$ cat config.mk
export PLATFORM = sky130hd
export DESIGN_NAME = vga_sync_gen
export DESIGN_NICKNAME = d
export VERILOG_FILES = /design/src/rtl/vga_pkg.sv /design/src/rtl/rise_tick.sv /design/src/rtl/vga_sync_gen.sv
export SDC_FILE = /design/constraint.sdc
export NUM_CORES = 1
export LEC_CHECK = 0
export CORE_ASPECT_RATIO = 1.4
export CORE_MARGIN = 2
export CORE_UTILIZATION = 35
export CTS_BUF_LIST = sky130_fd_sc_hd__clkbuf_4 sky130_fd_sc_hd__clkbuf_8 sky130_fd_sc_hd__clkbuf_16
export DETAILED_ROUTE_END_ITERATION = 16
export PLACE_DENSITY_LB_ADDON = 0.25
export SETUP_SLACK_MARGIN = 0.3
export SYNTH_ARGS = -nofsm -noshare
export SYNTH_HDL_FRONTEND = slang
export SYNTH_SLANG_ARGS = --single-unit
export TNS_END_PERCENT = 5
$ cat constraint.sdc
create_clock -name clk_in -period 3.5 [get_ports clk_in]
set_input_delay 0.525 -clock clk_in [delete_from_list [all_inputs] [get_ports clk_in]]
set_output_delay 0.525 -clock clk_in [all_outputs]
set_load 0.02 [all_outputs]
$ cat src/rtl/vga_pkg.sv
// Shared VGA timing constants: default 640x480@60 geometry, derived totals
// and sync polarity.
package vga_pkg;

  localparam int unsigned DEF_H_ACTIVE = 640;
  localparam int unsigned DEF_H_FP     = 16;
  localparam int unsigned DEF_H_SYNC   = 96;
  localparam int unsigned DEF_H_BP     = 48;

  localparam int unsigned DEF_V_ACTIVE = 480;
  localparam int unsigned DEF_V_FP     = 10;
  localparam int unsigned DEF_V_SYNC   = 2;
  localparam int unsigned DEF_V_BP     = 33;

  localparam int unsigned DEF_CW       = 10;

  localparam int unsigned H_TOTAL = DEF_H_ACTIVE + DEF_H_FP + DEF_H_SYNC + DEF_H_BP;
  localparam int unsigned V_TOTAL = DEF_V_ACTIVE + DEF_V_FP + DEF_V_SYNC + DEF_V_BP;

  // Both sync outputs are asserted low.
  localparam logic SYNC_ACTIVE = 1'b0;

endpackage

$ cat src/rtl/rise_tick.sv
// Rising-edge detector: samples a slow square wave that is synchronous to
// clk and emits a registered one-clk pulse on each rising edge.
module rise_tick (
  input  logic clk,
  input  logic rst_n,
  input  logic sig_in,
  output logic tick
);

  logic s;

  // Keep the previous sample and flag a 0->1 transition one clk later.
  always_ff @(posedge clk or negedge rst_n) begin
    if (!rst_n) begin
      s    <= 1'b0;
      tick <= 1'b0;
    end else begin
      s    <= sig_in;
      tick <= sig_in & ~s;
    end
  end

endmodule

$ cat src/rtl/vga_sync_gen.sv
// VGA timing generator running on the system clock. The 25 MHz divider
// output is treated as data and turned into a pixel tick; h/v counters and
// the registered sync/video decode advance only on that tick.
// Optional: define VGA_FRAME_CNT_EN to add an 8-bit frame counter output.
module vga_sync_gen
  import vga_pkg::*;
#(
  parameter int unsigned H_ACTIVE = DEF_H_ACTIVE,
  parameter int unsigned H_FP     = DEF_H_FP,
  parameter int unsigned H_SYNC   = DEF_H_SYNC,
  parameter int unsigned H_BP     = DEF_H_BP,
  parameter int unsigned V_ACTIVE = DEF_V_ACTIVE,
  parameter int unsigned V_FP     = DEF_V_FP,
  parameter int unsigned V_SYNC   = DEF_V_SYNC,
  parameter int unsigned V_BP     = DEF_V_BP,
  parameter int unsigned CW       = DEF_CW
) (
  input  logic          clk_in,
  input  logic          rst_n,
  input  logic          clk_25,
  output logic          hsync,
  output logic          vsync,
  output logic          video_on,
  output logic [CW-1:0] pix_x,
  output logic [CW-1:0] pix_y,
  output logic          pix_tick,
  output logic          frame_start
`ifdef VGA_FRAME_CNT_EN
  ,
  output logic [7:0]    frame_cnt
`endif
);

  localparam int unsigned LINE_LEN    = H_ACTIVE + H_FP + H_SYNC + H_BP;
  localparam int unsigned FRAME_LINES = V_ACTIVE + V_FP + V_SYNC + V_BP;

  localparam logic [CW-1:0] H_LAST   = CW'(LINE_LEN - 1);
  localparam logic [CW-1:0] V_LAST   = CW'(FRAME_LINES - 1);
  localparam logic [CW-1:0] H_VIS    = CW'(H_ACTIVE);
  localparam logic [CW-1:0] V_VIS    = CW'(V_ACTIVE);
  localparam logic [CW-1:0] HS_START = CW'(H_ACTIVE + H_FP);
  localparam logic [CW-1:0] HS_END   = CW'(H_ACTIVE + H_FP + H_SYNC);
  localparam logic [CW-1:0] VS_START = CW'(V_ACTIVE + V_FP);
  localparam logic [CW-1:0] VS_END   = CW'(V_ACTIVE + V_FP + V_SYNC);

  if ((2 ** CW) < LINE_LEN || (2 ** CW) < FRAME_LINES) begin : g_cw_check
    $error("vga_sync_gen: CW too narrow for the configured timing");
  end

  logic [CW-1:0] h_cnt;
  logic [CW-1:0] v_cnt;
  logic [CW-1:0] h_next;
  logic [CW-1:0] v_next;
  logic          frame_wrap;

  rise_tick u_tick (
    .clk    (clk_in),
    .rst_n  (rst_n),
    .sig_in (clk_25),
    .tick   (pix_tick)
  );

  assign pix_x = h_cnt;
  assign pix_y = v_cnt;

  // Next counter position if this cycle carries a pixel tick.
  always_comb begin
    h_next     = h_cnt + 1'b1;
    v_next     = v_cnt;
    frame_wrap = 1'b0;
    if (h_cnt == H_LAST) begin
      h_next = '0;
      if (v_cnt == V_LAST) begin
        v_next     = '0;
        frame_wrap = 1'b1;
      end else begin
        v_next = v_cnt + 1'b1;
      end
    end
  end

  // Counters plus decode taken from the next position, so every output moves
  // on the same edge as the counters; nothing changes without a tick, which
  // also keeps video_on low from reset until the first tick.
  always_ff @(posedge clk_in or negedge rst_n) begin
    if (!rst_n) begin
      h_cnt       <= '0;
      v_cnt       <= '0;
      hsync       <= ~SYNC_ACTIVE;
      vsync       <= ~SYNC_ACTIVE;
      video_on    <= 1'b0;
      frame_start <= 1'b0;
    end else begin
      frame_start <= pix_tick & frame_wrap;
      if (pix_tick) begin
        h_cnt    <= h_next;
        v_cnt    <= v_next;
        hsync    <= (h_next >= HS_START && h_next < HS_END) ? SYNC_ACTIVE : ~SYNC_ACTIVE;
        vsync    <= (v_next >= VS_START && v_next < VS_END) ? SYNC_ACTIVE : ~SYNC_ACTIVE;
        video_on <= (h_next < H_VIS) && (v_next < V_VIS);
      end
    end
  end

`ifdef VGA_FRAME_CNT_EN
  // Frame counter steps on the same edge that raises frame_start.
  always_ff @(posedge clk_in or negedge rst_n) begin
    if (!rst_n) begin
      frame_cnt <= '0;
    end else if (pix_tick && frame_wrap) begin
      frame_cnt <= frame_cnt + 8'd1;
    end
  end
`endif

endmodule

-- After elaboration in Yosys (flattened, before gate mapping)
Index checks and enable logic that the tools add are counted.
- register bits after elaboration: 26
- bits in latches: 0
- memory bits (writable): 0
- bits in read-only memories: 0
- bits of input ports: 3
- output and inout bits: 25
- logic and storage cells: 31
- memories kept: 0
- add/sub/neg operators: 2
- $mul: 0
- divide/modulo/power cells: 0
- magnitude comparators: 6
- eq/ne operators: 2
- shifts and indexed selects: 0
- muxes and demuxes: 7
- bitwise logic cells: 3
- reduce and logical (&&, ||, !) cells: 3
- operator list (kind ; number):
    $mux 10 ; 3
    $add 10x1->10 const B ; 2
    $eq 10x10->1 const B ; 2
    $lt 10x10->1 const B ; 2
    $lt 10x9->1 const B ; 2
    $ge 10x10->1 const B ; 1
    $ge 10x9->1 const B ; 1
    $mux 1 ; 4
    $logic_and 1x1->1 ; 3
    $and 1x1->1 ; 2
    $not 1->1 ; 1

-- Logic depth before layout (Yosys ltp)
- word-level depth: 6
- depth in mapped cells: 7

-- By module
A second synthesis with hierarchy kept.
- cell total of the unflattened synthesis: 181
- area total of the unflattened synthesis: 1657.8 um^2
- modules (own cells, without submodules) (module ; times used ; cells an instance ; area an instance (um^2)):
    vga_sync_gen ; 1 ; 178 ; 1594.0
    rise_tick ; 1 ; 3 ; 63.8

-- Worst setup path before layout
Ideal clock, no wire load.
- path type: flip-flop to flip-flop
- start point: reg h_cnt[0] (netlist: pix_x[0])
- end point: reg v_cnt[5] (netlist: pix_y[5])
- setup time: 0.125 ns
- arrival: 2.033 ns
- required time: 3.375 ns
- path slack: 1.342 ns
- stages on the path, launching flop included: 7
- cell sequence: dfrtp_1 -> ha_1 -> nand4_1 -> nor3_2 -> nand2_1 -> nor4_1 -> mux2_2
- longest elaborated chain between the ends: 2
- RTL lines (element ; RTL line ; source):
    start: declaration ; vga_sync_gen.sv:50 ; logic [CW-1:0] h_cnt;
    start signal: assignment ; vga_sync_gen.sv:96 ; h_cnt <= h_next;
    $eq 10x10->1 ; vga_sync_gen.sv:71 ; if (h_cnt == H_LAST) begin
    $mux 10 ; vga_sync_gen.sv:71 ;
    end signal: assignment ; vga_sync_gen.sv:97 ; v_cnt <= v_next;
    end: declaration ; vga_sync_gen.sv:51 ; logic [CW-1:0] v_cnt;
Every way passes these cells.
A chain may end at the register's enable or synchronous reset.

-- Worst setup path after layout
Same ends and word-level chain as after synthesis.

==> qor.yml <==
async_reset_ff_share_pct: 100.0
power_w: 0.0009247
fin_tns_setup_ns: 0
period_minus_slack_ns: 2.492
crit_family: "simple AND/OR/NAND/NOR gates"
htree_levels: 1
clkSlewWorstSetupHoldPaths_ns: 0.10
cts_num_sinks: 26
drc: 0
path_class: "reg2reg"
drt_iter0_drc: 105
dpl.hpwl_mm: 2.753
yosysWarnings: 0
critPathRequiredTime_ns: 3.68
dr.pass1.iters: 4
row_count: 29
yosys.area.top_type: "dfrtp_1"
cts_tree: "done"
setup_violations: 0
finalNetCount: 215
via_per_inst: 5.498
routabilityCongestion: 0.8469
fin_crit_sh_pct: 71.21
highest_layer: "met4"
dieArea_sq_mm: 0.005387
layout_commonest_cell: "clkdlybuf4s50_1"
arrival_ns: 2.67
antenna_found_initial: 0
leakage_nw: 0.7948
ys_ff_latch: 26
cts_buffers: 3
initial_utilization_pct: 36.81
r2r-end: "pix_y[5]$_DFFE_PN0P_"
cts-root-buf: "clkbuf_8"
hold_path.class: "reg2reg"
core-area_sq_mm: 0.004572
wl_met1_mm: 1.741
post_cts_resized: 0
hold_end: "u_tick.tick$_DFF_PN0_"
r2r-start: "pix_x[0]$_DFFE_PN0P_"
grt_pass1_wl_mm: 6.610
dr_wl_met2_mm: 1.970
cp_slowest_cell: "nor3_2"
final_cell_mix: "clkdlybuf4s50_1 (27), dfrtp_1 (24), nand2_1 (21)"
syn_nets: 194
cp-end-kind: "register"
syn_area_sq_mm: 0.001683
cts-root-to-sink-buffers: 2
fin_ws_ns: 1.008
grt_overflow: 0
critPathBufInv: 0
final_util_pct: 44.91
synth.distinct_cells: 53
hold_path_depth: 1
synth.top_cell.area_share_pct: 35.69
rr_worst_depth: 6
synthTopCellsByArea: "dfrtp_1 (36%), nand2_1 (4.7%), xnor2_1 (3.6%), dfstp_2 (3.1%), ha_1 (3.0%)"
hold_start: "u_tick.s$_DFF_PN0_"
dieHeight_microns: 86.05
postRouteAntennaNets: 0
die-width_microns: 62.61
avgSynthCellArea_sq_um: 8.999
worstPathCellList: "ha_1, nand4_1, nor3_2, nand2_1, nor4_1, mux2_2"
wl_per_cell_microns: 14.50
drive_above_1_share_pct: 10.14
grt_pass1_vias: 1441
post_cts_buffers: 0
place_ws_ns: 1.014
holdWs_ns: 0.4036
vdd_drop_max_uv: 186.2
maxCapViolations: 0
synth_seq_area_share_pct: 38.81
reg2reg_slack_ns: 1.01
track_usage_pct: 15.04
clk_latency_ns: 0.28
ys.flop_type: "dfrtp_1"
drv_slew: 0
critPathLaunchType: "register"
cp_max_fo: 7
power_density_mw_per_mm2: 450.4
status: "finished, final reports clean"
vias: 1479
worstMarginPinSlew_ns: 0.5457
hold_viol_final: 0
rsz0062_at_grt: "no"
max_freq_mhz: 401.2
synthCells: 187
synth_edf_count: 0
relSlewSlack_pct: 63.24
holdBufCountCts: 0
cpPeakStageDelay_ns: 0.49
io_buffers: 27
fin_skew_ns: 0.009176
antennaDiodeCount: 0
grt_max_degree: 30
routed-wl-met3_microns: 125
fillCellCount: 486
ios: 28
syn2layout_area_growth_pct: 22.01
wirelength_mm: 3.901
synth_stat cells (2+ instances only):
cell type and count:
o21ai_0 7, a21o_1 2, dfrtp_1 24, nand2_1 21, and4_1 2, nor2_1 11
clkbuf_1 7, ha_1 4, o22ai_1 3, buf_2 3, nand4_1 6, buf_4 2
xnor2_1 7, nor3b_1 2, a31oi_1 3, nor3_1 5, nor4b_1 2, o211ai_1 2
mux2_2 4, and2_1 3, xor2_1 2, dfstp_2 2, mux2i_1 2, inv_1 7
nand3_1 9, o41ai_1 2, nor4_1 5, and3_1 4, a211oi_1 2, a21oi_1 7
o31ai_1 3
through the flow:
stage / instance area [sq um] / std cells
3_5_place_dp: 1982 / 265
4_1_cts: 2053 / 269
3_3_place_gp: 1982 / 265
5_1_grt: 2053 / 269
2_1_floorplan: 1683 / 187
6_report: 2053 / 269
worst max-delay path by stage:
stage                                    start              endpoint  slack (ns)  cells past startpoint
after global placement    pix_x[0]$_DFFE_PN0P_  pix_y[5]$_DFFE_PN0P_        1.10                      6
final                     pix_x[0]$_DFFE_PN0P_  pix_y[5]$_DFFE_PN0P_        1.01                      6
after CTS                 pix_x[0]$_DFFE_PN0P_  pix_y[5]$_DFFE_PN0P_         1.0                      6
after detailed placement  pix_x[0]$_DFFE_PN0P_  pix_y[5]$_DFFE_PN0P_        1.01                      6
after global routing      pix_x[0]$_DFFE_PN0P_     vsync$_DFFE_PN1P_        0.75                      7
after floorplan           pix_x[0]$_DFFE_PN0P_  pix_y[5]$_DFFE_PN0P_        1.34                      6
area by class of cell:
type	instances	area, sq um	share of cell area, %
clock inverter	1	30.03	1.463
inverter	7	26.28	1.280
sequential	26	653.1	31.81
timing repair buffer	30	292.8	14.26
tap	62	77.57	3.778
clock buffer	3	41.29	2.011
multi-input combinational	140	932.1	45.40
layer usage:
metal	global-route usage, %	vias up
met5	0	-
met4	6.263	0
met2	25.90	32
li1	-	730
met3	1.969	7
met1	18.96	710
state kept, by name, summed over array words and instances (netlist names):
| name | count |
|---|---|
| u_tick.tick | 1 |
| pix_y | 10 |
| video_on | 1 |
| pix_x | 10 |
| frame_start | 1 |
| vsync | 1 |
| hsync | 1 |
| u_tick.s | 1 |
where the power goes:
part,internal (W),leakage [nW],switching [W],total (W)
Clock,0.000153,0.0357,0.000101,0.000254
Sequential,0.000331,0.332,0.0000705,0.000402
Combinational,0.000130,0.427,0.000139,0.000269
Total,0.000615,0.795,0.000310,0.000925
cell families (layout without fill, tap and decap cells):
logic type,after synthesis,in the layout,synth area share (%)
and+or+nand+nor,80,80,26.84
AOI/OAI and AO/OA,41,41,17.03
DFF,26,26,38.81
buffers and inverters,21,41,5.799
xor gates and xnor gates,9,9,4.684
muxes,6,6,3.866
adders and majority gates,4,4,2.974
Power figures use the tool's default switching activity.
